--- src/rtl/ext_trig_rx.sv ---
// ext_trig_rx: receive-side qualifier for the shared external trigger line.
// Synchronises and glitch-filters the line, blanks echoes of our own drive,
// applies a programmable holdoff and hands accepted triggers to the
// acquisition logic as a one-cycle pulse plus a valid/ready event record.
// Optional feature: define EXT_TRIG_TIMESTAMP_EN to add the timestamp input
// and the trig_ts field of the event record.
module ext_trig_rx #(
  parameter int unsigned SYNC_STAGES = 2,
  parameter int unsigned FILTER_LEN  = 4,
  parameter int unsigned BLANK_CYC   = 8,
  parameter int unsigned HOLDOFF_W   = 16,
  parameter int unsigned CNT_W       = 32
`ifdef EXT_TRIG_TIMESTAMP_EN
  ,
  parameter int unsigned TS_W        = 48
`endif
) (
  input  logic                 clk,
  input  logic                 rst_n,
  input  logic                 ext_trig_maroc,
  input  logic                 pixel_trig_maroc,
  input  logic                 enable,
  input  logic [HOLDOFF_W-1:0] holdoff_cyc,
`ifdef EXT_TRIG_TIMESTAMP_EN
  input  logic [TS_W-1:0]      timestamp,
  output logic [TS_W-1:0]      trig_ts,
`endif
  output logic                 trig_pulse,
  output logic                 trig_valid,
  input  logic                 trig_ready,
  output logic [CNT_W-1:0]     trig_id,
  output logic [CNT_W-1:0]     trig_count,
  output logic [15:0]          drop_count,
  output logic                 busy
);

  localparam int unsigned FCNT_W = $clog2(FILTER_LEN + 1);
  localparam int unsigned BCNT_W = $clog2(BLANK_CYC + 1);
  localparam int unsigned DROP_W = 16;

  typedef enum logic [0:0] {
    IDLE    = 1'b0,
    HOLDOFF = 1'b1
  } state_t;

  logic [SYNC_STAGES-1:0] ext_sync;
  logic [SYNC_STAGES-1:0] pix_sync;
  logic                   ext_s;
  logic                   pix_s;

  logic [FCNT_W-1:0]      flt_cnt;
  logic                   filt;
  logic                   filt_d;
  logic [BCNT_W-1:0]      blank_cnt;

  logic                   rise;
  logic                   blank;
  logic                   qual;
  logic                   slot_free;

  state_t                 state_q;
  state_t                 state_n;
  logic [HOLDOFF_W-1:0]   hold_q;
  logic [HOLDOFF_W-1:0]   hold_n;
  logic                   load;
  logic                   drop_ev;
  logic                   pulse_n;
  logic                   valid_n;
  logic [CNT_W-1:0]       id_n;
  logic [CNT_W-1:0]       count_n;
  logic [DROP_W-1:0]      drop_n;

  assign ext_s     = ext_sync[SYNC_STAGES-1];
  assign pix_s     = pix_sync[SYNC_STAGES-1];
  assign rise      = filt & ~filt_d;
  assign blank     = pix_s | (blank_cnt != '0);
  assign qual      = rise & ~blank & enable;
  assign slot_free = ~trig_valid | trig_ready;

  // Two-flop (or deeper) synchronisers for both async inputs
  always_ff @(posedge clk or negedge rst_n) begin
    if (!rst_n) begin
      ext_sync <= '0;
      pix_sync <= '0;
    end else begin
      ext_sync <= {ext_sync[SYNC_STAGES-2:0], ext_trig_maroc};
      pix_sync <= {pix_sync[SYNC_STAGES-2:0], pixel_trig_maroc};
    end
  end

  // Glitch filter: level flips only after FILTER_LEN consecutive opposite samples
  always_ff @(posedge clk or negedge rst_n) begin
    if (!rst_n) begin
      flt_cnt <= '0;
      filt    <= 1'b0;
      filt_d  <= 1'b0;
    end else begin
      filt_d <= filt;
      if (ext_s == filt) begin
        flt_cnt <= '0;
      end else if (flt_cnt == FCNT_W'(FILTER_LEN - 1)) begin
        filt    <= ext_s;
        flt_cnt <= '0;
      end else begin
        flt_cnt <= flt_cnt + FCNT_W'(1);
      end
    end
  end

  // Echo blanking: held while we drive the line and BLANK_CYC cycles after
  always_ff @(posedge clk or negedge rst_n) begin
    if (!rst_n) begin
      blank_cnt <= '0;
    end else if (pix_s) begin
      blank_cnt <= BCNT_W'(BLANK_CYC);
    end else if (blank_cnt != '0) begin
      blank_cnt <= blank_cnt - BCNT_W'(1);
    end
  end

  // FSM state, holdoff counter and registered outputs
  always_ff @(posedge clk or negedge rst_n) begin
    if (!rst_n) begin
      state_q    <= IDLE;
      hold_q     <= '0;
      trig_pulse <= 1'b0;
      trig_valid <= 1'b0;
      trig_id    <= '0;
      trig_count <= '0;
      drop_count <= '0;
      busy       <= 1'b0;
    end else begin
      state_q    <= state_n;
      hold_q     <= hold_n;
      trig_pulse <= pulse_n;
      trig_valid <= valid_n;
      trig_id    <= id_n;
      trig_count <= count_n;
      drop_count <= drop_n;
      busy       <= (state_n == HOLDOFF);
    end
  end

  // Next-state: accept, drop or time out holdoff; record handshake
  always_comb begin
    state_n = state_q;
    hold_n  = hold_q;
    load    = 1'b0;
    drop_ev = 1'b0;
    pulse_n = 1'b0;
    valid_n = trig_valid;
    id_n    = trig_id;
    count_n = trig_count;
    drop_n  = drop_count;

    if (trig_valid && trig_ready) begin
      valid_n = 1'b0;
    end

    case (state_q)
      IDLE: begin
        if (qual) begin
          if (slot_free) begin
            load = 1'b1;
          end else begin
            drop_ev = 1'b1;
          end
        end
      end
      HOLDOFF: begin
        hold_n = hold_q - HOLDOFF_W'(1);
        if (hold_q <= HOLDOFF_W'(1)) begin
          state_n = IDLE;
        end
        if (qual) begin
          drop_ev = 1'b1;
        end
      end
      default: begin
        state_n = IDLE;
      end
    endcase

    if (load) begin
      pulse_n = 1'b1;
      count_n = trig_count + CNT_W'(1);
      id_n    = count_n;
      valid_n = 1'b1;
      hold_n  = holdoff_cyc;
      state_n = (holdoff_cyc == '0) ? IDLE : HOLDOFF;
    end

    if (drop_ev && (drop_count != '1)) begin
      drop_n = drop_count + DROP_W'(1);
    end
  end

`ifdef EXT_TRIG_TIMESTAMP_EN
  // Timestamp field of the record, captured in the accepting cycle
  always_ff @(posedge clk or negedge rst_n) begin
    if (!rst_n) begin
      trig_ts <= '0;
    end else if (state_q == IDLE && qual && slot_free) begin
      trig_ts <= timestamp;
    end
  end
`endif

endmodule

--- config.mk ---
export PLATFORM = sky130hd
export DESIGN_NAME = ext_trig_rx
export DESIGN_NICKNAME = d
export VERILOG_FILES = /design/src/rtl/ext_trig_rx.sv
export SDC_FILE = /design/constraint.sdc
export NUM_CORES = 1
export LEC_CHECK = 0
export BUFFER_PORTS_ARGS = -buffer_cell sky130_fd_sc_hd__buf_2
export CAP_MARGIN = 20
export CORE_MARGIN = 3
export CORE_UTILIZATION = 30
export CTS_CLUSTER_SIZE = 20
export DETAILED_ROUTE_END_ITERATION = 12
export GPL_TIMING_DRIVEN = 0
export MAX_ROUTING_LAYER = met4
export SYNTH_ARGS = -nofsm -noshare
export SYNTH_HDL_FRONTEND = slang
export SYNTH_SLANG_ARGS = --single-unit
export TNS_END_PERCENT = 100
--- constraint.sdc ---
create_clock -name clk -period 5.65 [get_ports clk]
set_input_delay 0.2825 -clock clk [delete_from_list [all_inputs] [get_ports clk]]
set_output_delay 0.2825 -clock clk [all_outputs]
set_load 0.02 [all_outputs]
== Word-level counts from Yosys, hierarchy flattened ==
Index checks and enable logic that the tools add are counted.

* Output and inout bits: 83
* Logic and storage cells: 59
* Input port bits: 22
* Bits in registers: 80

* Reduce and logical (&&, ||, !) cells: 8
* Magnitude comparators: 1
* Add/sub/neg operators: 5
* Mux-type cells: 20
* Bitwise logic cells: 10
* Equality and inequality tests: 3

{| class="wikitable"
|+ Operator list
! kind !! number
|-
| adder 32 x 1 -> 32 bit (second input constant) || 1
|-
| two-way mux 16 bit || 2
|-
| adder 16 x 1 -> 16 bit (second input constant) || 1
|-
| <= comparator 16 x 1 -> 1 bit (second input constant) || 1
|-
| logical NOT 16 bit || 1
|-
| != test 16 bit (second input constant) || 1
|-
| subtractor 16 x 1 -> 16 bit (second input constant) || 1
|-
| two-way mux 1 bit || 13
|-
| two-way mux 4 bit || 2
|-
| two-way mux 3 bit || 2
|-
| nonzero test 2 bit || 3
|-
| inverter 1 bit || 5
|-
| nonzero test 4 bit || 1
|-
| subtractor 4 x 1 -> 4 bit (second input constant) || 1
|-
| adder 3 x 1 -> 3 bit (second input constant) || 1
|-
| bitwise AND 1 bit || 3
|-
| equality test 3 x 2 -> 1 bit (second input constant) || 1
|-
| logical AND 1 bit || 2
|-
| OR 1 bit || 2
|-
| one-hot mux 1 bit (2 select lines) || 1
|-
| AND reduction 2 bit || 1
|-
| equality test 1 bit || 1
|}

== Longest topological paths before layout ==
* Word-level depth: 8
* Mapped depth: 8
* Depth with buffers taken out: 8

== Worst setup path before layout ==
OpenSTA, ideal clock, no wires.

* Kind: reg-to-reg
* Start point: register blank_cnt[0]
* End point: register drop_count[15]
* Stages on the path, launching flop included: 8
* Path buffers: 0
* Period minus slack after synthesis: 2.124 ns
* Setup time: 0.080 ns
* Slack: 3.526 ns
* Arrival: 2.045 ns
* Data required time: 5.570 ns
* Path through: dfrtp_1 -> inv_1 -> ha_1 -> or3b_1 -> a2111o_1 -> or3b_1 -> nor2_1 -> xor2_1

* Word-level cells in the longest chain between the ends: 8
* Elaborated cells on any way between the ends: 9
* Those cells by class: mux (3); bitwise (4); reduce/logical (2)

{| class="wikitable"
|+ RTL lines
! item !! line !! source
|-
| start: declaration || 54 || <nowiki>logic [BCNT_W-1:0] blank_cnt;</nowiki>
|-
| start signal: assignment || 115 || <nowiki>blank_cnt <= BCNT_W'(BLANK_CYC);</nowiki>
|-
| start signal: assignment || 117 || <nowiki>blank_cnt <= blank_cnt - BCNT_W'(1);</nowiki>
|-
| nonzero test 4 bit * || 76 || <nowiki>assign blank = pix_s | (blank_cnt != '0);</nowiki>
|-
| OR 1 bit * || 76 ||
|-
| inverter 1 bit * || 77 || <nowiki>assign qual = rise & ~blank & enable;</nowiki>
|-
| bitwise AND 1 bit * (2 in series) || 77 ||
|-
| two-way mux 1 bit (on tied branches) || 175, 162 ||
|-
| one-hot mux 1 bit (2 select lines) * || 160 || <nowiki>case (state_q)</nowiki>
|-
| logical AND 1 bit * || 193 || <nowiki>if (drop_ev && (drop_count != '1)) begin</nowiki>
|-
| end signal: assignment || 139 || <nowiki>drop_count <= drop_n;</nowiki>
|-
| end: declaration || 33 || <nowiki>output logic [15:0] drop_count,</nowiki>
|}

Every way passes the cells marked *; elsewhere a longest branch is shown, timed or not.
A chain may end at the register's enable or synchronous reset.

== Worst setup path in the final report ==
* Start point: register blank_cnt[0]
* End point: register trig_count[4]

* Word-level cells in the longest chain between the ends: 7

{| class="wikitable"
|+ RTL lines
! item !! line !! source
|-
| nonzero test 4 bit || 76 ||
|-
| OR 1 bit || 76 ||
|-
| inverter 1 bit || 77 ||
|-
| bitwise AND 1 bit (2 in series) || 77 ||
|-
| two-way mux 1 bit || 162 || <nowiki>if (qual) begin</nowiki>
|-
| two-way mux 1 bit || 160 ||
|-
| via load || 65 || <nowiki>logic load;</nowiki>
|-
| end signal: assignment || 138 || <nowiki>trig_count <= count_n;</nowiki>
|-
| end: declaration || 32 || <nowiki>output logic [CNT_W-1:0] trig_count,</nowiki>
|}

The timed path passes the listed nets, and every way through them passes these cells.

==> results.md <==
* VDD IR max at 146 uV
* CTS tree: done
* Cell area after layout at 0.00517 mm^2
* Design Power at around 1.3 mW
* Commonest non-fill, non-tap cell in the layout: buf_2
* DR DRC count at 0
* Maxcap violations at 0
* Initial antenna violation count at 0
* GRT Total Usage at 13.9%
* Synthesized cell area at 0.00409 mm^2
* Top-Level Pins at 105
* CP Class: register to register
* Worst-case reg-to-reg path depth at 8
* Max FO, Critical Path at 10
* Worst R2R Setup Slack at 2.95 ns
* Antenna diodes at 0
* Root Buffer: clkbuf_16
* First-pass GRT wire length at 15900 um
* Clock Latency Late Sink at 0.34 ns
* Commonest cells after routing, fill and taps aside: buf_2, dfrtp_1, xnor2_1
* # Post-CTS Setup Buffers at 0
* Initial DRC Count at 170
* Yosys cell types at 56
* CP Launch Point: blank_cnt[0]
* GP Congestion at 0.816
* Area Overhead vs Synth at 26.2%
* Initial Utilization at 30.8%
* Count of flip-flops with a built-in enable after synthesis at 0
* Fin crit share at between 40% and 50%
* CTS buffer count at 9
* Max Buffers Root-to-Sink at 2
* Placed cell area at 0.00486 mm^2
* Core area at ~0.013 mm^2
* H-tree depth at 3
* Worst-Margin Slew at 0.694 ns
* Reg2Reg Launch Point: blank_cnt[0]
* Post-synthesis cell count at 394
* Detailed-route via count at 3298
* Crit path launch type: register
* Gr ovfl total at 0
* Chip height at 123 um
* Placed instance count at 675
* Avg WL per Cell at between 10 and 15 um
* Static Leak at 2.55 nW
* # rows at 42
* Layout cell share with drive strength beyond 1 at 33.0%
* Clk slew on worst S/H paths at 0.06 ns
* RSZ-0062 raised after global routing: false
* Routed Antenna Nets at 0
* Vias in the first global route at 3038
* PD cells at approximately 260 mW/mm^2
* CP Capture Type: register
* Clock period minus worst slack at 2.70 ns
* Sink Count at 80
* Seq/Total Area, Yosys at 48.9%
* Yosys warnings at 0
* FMAX at roughly 370 MHz
* CP Data Required Time at 5.87 ns
* Vias per cell at 4.77
* Final hold vios at 0
* Reg2reg end: trig_count[4]
* Crit path to: trig_count[4]
* Core Util, Final at 38.9%
* Worst min path class: input port to register
* WL final at 9930 um
* Synth async-reset ratio at 100%
* Number of nets in the layout at approximately 540
* Largest net degree at the start of global routing at 48
* DRT Pass-1 Iters at 5
* Avg Cell Area, Syn at 10.4 um^2
* Rel. slew slack at 53.3%
* Arrival @ worst endpoint at 2.92 ns
* Die area at 0.0151 mm^2
* Post-synth net total at around 420
* Synthesized flop and latch total at 80
* Port Buf Inserts at around 100
* Status: finished, final reports clean
* Setup TNS at 0 ns
* Ys flop type: dfrtp_1
* Final std cells w/o fill at 691
* Die width at 123 um
* Post-detail-place hpwl at between 7000 and 8000 um
* Skew final at approximately 0.0085 ns
* # setup viols final at 0
* Final-report max-slew violation count at 0
==> where the power goes <==
| part | total [mW] | internal, mW | switching, mW | leakage, nW |
|---|---|---|---|---|
| Clock | 0.567 | 0.342 | 0.224 | 0.144 |
| Combinational | 0.128 | 0.0595 | 0.0682 | 1.39 |
| Sequential | 0.634 | 0.605 | 0.0289 | 1.02 |
==> metal layers <==
layer	vias up	share of wire, %	track usage (%)	routed length (um)
li1	1595	-	-	-
met1	1623	45	18.2	4480
met2	74	50	21.3	4940
met3	6	4.4	3.92	432
met4	0	0.82	3.57	81
met5	-	0	-	0
==> how the worst min path moves through the flow <==
stage	start	to	cells past startpoint
after detailed placement	rst_n	trig_count[31]	1
final	ext_trig_maroc	ext_sync[0]	1
after CTS	ext_trig_maroc	ext_sync[0]	1
after global routing	ext_trig_maroc	ext_sync[0]	1
after global placement	ext_sync[0]	ext_sync[1]	0
after floorplan	rst_n	blank_cnt[0]	0
==> sequential cells by signal (all words and copies together), names as in the netlist <==
signal,count
trig_count,32
drop_count,16
hold_q,16
blank_cnt,4
flt_cnt,3
ext_sync,2
pix_sync,2
filt,1
filt_d,1
state_q,1
trig_pulse,1
trig_valid,1
==> layout make-up <==
| type | instances | area [um^2] |
|---|---|---|
| Timing Repair Buffer | 106 | 561 |
| Multi-Input combinational cell | 260 | 1760 |
| Inverter | 10 | 37.5 |
| Buffer | 44 | 292 |
| Sequential cell | 80 | 2000 |
| Clock inverter | 2 | 12.5 |
| Fill cell | 1313 | 8130 |
| Tap cell | 176 | 220 |
| Clock buffer | 13 | 280 |
==> cells by family after synthesis <==
group / count (synthesis) / share of synthesized area (%)
AOI/OAI and AO/OA: 39 / 6.48
xor gates and xnor gates: 52 / 11.1
adders and majority gates: 6 / 1.83
buffers and inverters: 54 / 8.04
DFF: 80 / 48.9
muxes: 10 / 2.66
and+or+nand+nor: 153 / 20.9
==> through the flow <==
stage | setup WS (ns) | hold slack, ns
after CTS | 2.95 | 0.0327
after global routing | 2.72 | 0.0326
after floorplan | 3.53 | -0.0131
final | 2.95 | 0.0544
after global placement | 3.02 | 0.336
after detailed placement | 2.97 | 0.274
==> cells in the mapped netlist, types with 5 or more instances <==
cell type  number  area [um^2]
dfrtp_1        80         2000
inv_1           9         33.8
nand3_1        22          110
nand4_1        15         93.8
a21oi_1         5         25.0
nand2_1        32          120
o21ai_0        10         50.1
nor2_1         16         60.1
xor2_1         10         87.6
mux2_2          7         78.8
buf_2           5         25.0
nor4_1          8         50.1
nor3_1         16         80.1
ha_1            6         75.1
buf_4          32          240
and3_1         12         75.1
xnor2_1        42          368
clkbuf_1        6         22.5
==> worst max-delay path, stage by stage, from the launching register on <==
cell     delay (ns)
dfrtp_1        0.37
inv_1          0.09
ha_1           0.22
nor3b_2        0.41
nand4_1        0.50
inv_1          0.41
buf_2          0.30
nand4_1        0.14
xnor2_1        0.14
==> repair_timing <==
action                                 4_1_cts  5_1_grt
hold buffers                                 1        0
setup endpoints to repair                    0        0
gates resized for setup                      0        0
endpoints found under the hold margin       33        0
No activity file was read; power rests on OpenSTA's default activity.
